<file path="src/rtl/regfile_write_arbiter.sv">
// Two-source register-file write arbiter: per-source FIFOs, round-robin grant,
// a registered single write port and a pending-write mask for decode stalls.
module regfile_write_arbiter #(
  parameter int DATA_W = 8,
  parameter int ADDR_W = 3,
  parameter int DEPTH  = 2,
  localparam int NREG  = 2**ADDR_W
) (
  input  logic              clk,
  input  logic              reset,
  input  logic              a_valid,
  output logic              a_ready,
  input  logic [ADDR_W-1:0] a_reg,
  input  logic [DATA_W-1:0] a_data,
  input  logic              b_valid,
  output logic              b_ready,
  input  logic [ADDR_W-1:0] b_reg,
  input  logic [DATA_W-1:0] b_data,
  output logic              rf_we,
  output logic [ADDR_W-1:0] rf_waddr,
  output logic [DATA_W-1:0] rf_wdata,
  output logic [NREG-1:0]   pending_mask,
  output logic              idle
);

  localparam int PTR_W = $clog2(DEPTH);
  localparam int CNT_W = PTR_W + 1;

  // Index 0 is source A (ALU), index 1 is source B (load).
  logic [ADDR_W-1:0] regMem_q  [2][DEPTH];
  logic [DATA_W-1:0] dataMem_q [2][DEPTH];
  logic [PTR_W-1:0]  rdPtr_q   [2];
  logic [PTR_W-1:0]  wrPtr_q   [2];
  logic [CNT_W-1:0]  count_q   [2];

  logic              rrPtr_q, rrPtr_d;
  logic              rfWe_q;
  logic [ADDR_W-1:0] rfWaddr_q;
  logic [DATA_W-1:0] rfWdata_q;

  logic [ADDR_W-1:0] inReg  [2];
  logic [DATA_W-1:0] inData [2];
  logic [1:0]        full, nonEmpty, push, grant;
  logic [ADDR_W-1:0] headReg;
  logic [DATA_W-1:0] headData;

  // Readiness depends only on registered occupancy; a full FIFO never takes a
  // new entry even when it is being popped on the same edge.
  always_comb begin
    inReg[0]  = a_reg;
    inReg[1]  = b_reg;
    inData[0] = a_data;
    inData[1] = b_data;
    for (int s = 0; s < 2; s++) begin
      full[s]     = (count_q[s] == CNT_W'(DEPTH));
      nonEmpty[s] = (count_q[s] != '0);
    end
    push[0] = a_valid && !full[0];
    push[1] = b_valid && !full[1];
  end

  assign a_ready = reset && !full[0];
  assign b_ready = reset && !full[1];

  // rrPtr_q names the source that wins when both FIFOs hold entries.
  always_comb begin
    grant   = 2'b00;
    rrPtr_d = rrPtr_q;
    if (nonEmpty[0] && (!nonEmpty[1] || !rrPtr_q)) begin
      grant[0] = 1'b1;
    end else if (nonEmpty[1]) begin
      grant[1] = 1'b1;
    end
    if (grant[0]) begin
      rrPtr_d = 1'b1;
    end else if (grant[1]) begin
      rrPtr_d = 1'b0;
    end
    headReg  = grant[1] ? regMem_q[1][rdPtr_q[1]]  : regMem_q[0][rdPtr_q[0]];
    headData = grant[1] ? dataMem_q[1][rdPtr_q[1]] : dataMem_q[0][rdPtr_q[0]];
  end

  always_ff @(posedge clk or negedge reset) begin
    if (!reset) begin
      for (int s = 0; s < 2; s++) begin
        rdPtr_q[s] <= '0;
        wrPtr_q[s] <= '0;
        count_q[s] <= '0;
        for (int i = 0; i < DEPTH; i++) begin
          regMem_q[s][i]  <= '0;
          dataMem_q[s][i] <= '0;
        end
      end
    end else begin
      for (int s = 0; s < 2; s++) begin
        if (push[s]) begin
          regMem_q[s][wrPtr_q[s]]  <= inReg[s];
          dataMem_q[s][wrPtr_q[s]] <= inData[s];
          wrPtr_q[s]               <= wrPtr_q[s] + 1'b1;
        end
        if (grant[s]) begin
          rdPtr_q[s] <= rdPtr_q[s] + 1'b1;
        end
        if (push[s] && !grant[s]) begin
          count_q[s] <= count_q[s] + 1'b1;
        end else if (!push[s] && grant[s]) begin
          count_q[s] <= count_q[s] - 1'b1;
        end
      end
    end
  end

  // Address and data hold their last written values between grants.
  always_ff @(posedge clk or negedge reset) begin
    if (!reset) begin
      rrPtr_q   <= 1'b0;
      rfWe_q    <= 1'b0;
      rfWaddr_q <= '0;
      rfWdata_q <= '0;
    end else begin
      rrPtr_q <= rrPtr_d;
      rfWe_q  <= |grant;
      if (|grant) begin
        rfWaddr_q <= headReg;
        rfWdata_q <= headData;
      end
    end
  end

  assign rf_we    = rfWe_q;
  assign rf_waddr = rfWaddr_q;
  assign rf_wdata = rfWdata_q;
  assign idle     = !nonEmpty[0] && !nonEmpty[1] && !rfWe_q;

  // Live entries sit at rdPtr, rdPtr+1, ... for count slots (modulo DEPTH).
  always_comb begin
    logic [PTR_W-1:0] slot;
    slot         = '0;
    pending_mask = '0;
    for (int s = 0; s < 2; s++) begin
      for (int i = 0; i < DEPTH; i++) begin
        slot = rdPtr_q[s] + PTR_W'(i);
        if (CNT_W'(i) < count_q[s]) begin
          pending_mask[regMem_q[s][slot]] = 1'b1;
        end
      end
    end
    if (rfWe_q) begin
      pending_mask[rfWaddr_q] = 1'b1;
    end
  end

endmodule

</file>
<file path="config.mk">
export PLATFORM = sky130hd
export DESIGN_NAME = regfile_write_arbiter
export DESIGN_NICKNAME = d
export VERILOG_FILES = /design/src/rtl/regfile_write_arbiter.sv
export SDC_FILE = /design/constraint.sdc
export NUM_CORES = 1
export LEC_CHECK = 0
export BUFFER_PORTS_ARGS = -buffer_cell sky130_fd_sc_hd__clkbuf_2
export CAP_MARGIN = 20
export CORE_MARGIN = 3
export CORE_UTILIZATION = 45
export CTS_CLUSTER_SIZE = 8
export DETAILED_ROUTE_END_ITERATION = 7
export GPL_TIMING_DRIVEN = 0
export PLACE_DENSITY = 0.71
export REMOVE_ABC_BUFFERS = 1
export SYNTH_ARGS = -nofsm -noshare
export SYNTH_HDL_FRONTEND = slang
export SYNTH_SLANG_ARGS = --single-unit
</file>
<file path="constraint.sdc">
create_clock -name clk -period 2.1 [get_ports clk]
set_input_delay 0.315 -clock clk [delete_from_list [all_inputs] [get_ports clk]]
set_output_delay 0.315 -clock clk [all_outputs]
set_load 0.05 [all_outputs]
</file>
==> impl_metrics.ini <==
[logic_synthesis]
synth_top_cell_by_area = dfrtp_1
synth_top_area_share_pct = 47.0
async_flop_share_pct = 100
synth_warnings = 0
ys_seq_area_share_pct = 47.0
syn_area_um2 = 3460
syn_inst = 302
synth_ff_type = dfrtp_1
synth-seq-cells = 65
avgSynthCellArea_um2 = 11.5
synth.distinct_cells = 42
synth_edf_count = 0
synthTopCellsByArea = dfrtp_1 47%, mux2_2 15%, mux2i_1 7.5%

[layout]
final_common_cell = dfrtp_1
diodes = 0
multi_input_area_um2 = 1890
fin_area_um2 = 4340
drive_gt1_share_pct = 43.8
fin_nets = 399
regArea_um2 = 1640
areaGrowthSynthToFinish_pct = 25.5
mostFrequentLayoutCells = 61 x dfrtp_1, 46 x mux2_2, 39 x clkbuf_2
fillers = 627

[setup_path]
critical_path_required_ns = 1.78
critPathCaptureType = output pin
timing.rr.end = count_q[1]$_DFFE_PN0P_
cp_slowest_stage_delay_ns = 0.49
cpLargestDelayFamily = compound AO/OA/AOI/OAI gates
start_kind = flip-flop
crit_fanout = 6
crit_chain = mux2i_4, nor3_4, a222oi_1, o221ai_1, clkbuf_8
slowest_stage = dfrtp_4
ff2ff_path_depth = 9
worst-path-buf-inv = 1
r2r_slack_ns = 0.13
arrival_ns = 1.99
crit_type = reg -> out
reg2reg_from = count_q[1]$_DFFE_PN0P_

[timing]
relSlewSlack_pct = 39.8
fmax_mhz = 433
finalSetupViolCount = 8
hold_viol = 0
setup_slack_ns = -0.207
rsz0062_at_grt = yes
skew_ns = 0.00837
drv_slew = 0
period_minus_slack_ns = 2.31
tightest_slew_ns = 0.903
fin_crit_sh_pct = 110

[run_status]
violations = setup timing
status = complete, but fails checks

[clocking]
clkTransAtPathRegs_ns = 0.07
clock_latency_ns = 0.34
cts-htree-levels = 3
cts_sinks = 65
clock-root-buffer = clkbuf_8
postCtsHoldBufs = 0
cts_buffers = 9
cts_tree = done
clockBufferDepth = 2

[detailed_routing]
via_count = 2613
drtAntennaViolNets = 0
via_per_inst = 5.60
wl_per_cell_um = 17.2
post-route-drc-count = 0
first_iter_violations = 126
wl_um = 8010
firstDrtPassIters = 4

[floorplan]
die_width_um = 93.7
start_util_pct = 46.9
core_area_um2 = 7370
dieArea_um2 = 8780
die_y_um = 93.7
ios = 49
rows = 31

[global_route]
grt_max_degree = 68
grt_pass1_wl_um = 13100
grt_pass1_vias = 2666
grt_usage_pct = 19.3
overflow = 0
antenna_found_initial = 0

[min_path]
hold_path_class = in -> async

[job]
maxCapViolations = 0

[placed_design]
dpl.hpwl_um = 4750
gp_congestion = 0.816
place_area_um2 = 3730
post-place-ws_ns = -1.05
portBuffers = 48
-- cell type report --
type	count	area share, %
flip-flops and latches	65	37.7
clock inverters	4	0.519
inverters	8	0.749
repair buffers	68	11.8
clock buffers	10	2.94
well taps	99	2.85
multi-input cells	213	43.4
-- how the worst max path moves through the flow --
stage	slack [ns]	end	start	depth (start not counted)
global route	-0.30	pending_mask[5]	rdPtr_q[1]$_DFFE_PN0P_	5
global placement	-1.0	count_q[1]$_DFFE_PN0P_	count_q[0]$_DFFE_PN0P_	8
floorplan	-0.55	pending_mask[6]	rdPtr_q[0]$_DFFE_PN0P_	3
detailed placement	-1.05	count_q[1]$_DFFE_PN0P_	count_q[0]$_DFFE_PN0P_	8
finish	-0.21	pending_mask[5]	rdPtr_q[1]$_DFFE_PN0P_	5
CTS	-0.16	pending_mask[5]	rdPtr_q[1]$_DFFE_PN0P_	5
-- synthesized netlist by cell type (all sizes together) (6+ instances only) --
library cell and instances:
a211oi 13, inv 8, nand2b 8, nor2 19, dfrtp 65, ha 8
o21ai 6, nand2 15, nor2b 7, mux2 46, a21oi 12, buf 13
mux2i 27
-- cells by family (layout without fill, tap and decap cells) --
| logic type | count (synthesis) | after routing | synth area share (%) |
|---|---|---|---|
| compound gates | 57 | 57 | 11.4 |
| xor+xnor | 8 | 8 | 2.03 |
| fa+ha+maj | 8 | 8 | 2.89 |
| buf+inv | 25 | 90 | 3.69 |
| flops | 65 | 65 | 47.0 |
| mux | 73 | 73 | 22.9 |
| simple gates | 66 | 67 | 10.1 |
-- repair_timing --
action	CTS	global route
gates resized for setup	47	22
buffers inserted	10	10
endpoints found under the setup margin	37	23
pin swaps	5	9
cloned	1	0
-- per-stage QoR --
stage | cells | setup TNS, ns | hold WS [ns] | utilization, %
after floorplan | 285 | -3.82 | 0.0194 | -
after global placement | 432 | -17.22 | 0.468 | 50.6
after detailed placement | 432 | -18.16 | 0.484 | 50.6
after CTS | 457 | -0.710 | 0.150 | 56.5
after global routing | 467 | -1.62 | 0.169 | 58.9
final | 467 | -1.08 | 0.111 | 58.9
-- per-layer routing --
metal  track usage [%]  vias to the layer above  wire length, µm
met4              6.14                        0              170
met3              5.05                       16              390
li1                  -                     1222                -
met5                 0                        -                0
met2              32.8                       66             3930
met1              23.8                     1309             3520
-- worst register-to-register path: stages (launching register included) --
cell and delay [ns]:
dfrtp_1 0.39, inv_1 0.10, ha_4 0.18, buf_4 0.16
nor2b_4 0.15, nor2_4 0.11, or2_2 0.34, ha_4 0.17
xor2_1 0.13, o21ai_0 0.15
-- sequential cells by signal (all words and copies together), names as in the netlist --
name       cells
regMem_q      12
rf_waddr       3
rrPtr_q        1
count_q        4
wrPtr_q        2
dataMem_q     32
rdPtr_q        2
rf_we          1
rf_wdata       8
Power is left out: the tool's default activity adds up to more than one toggle a clock period on the data nets, which glitch-free logic cannot reach.
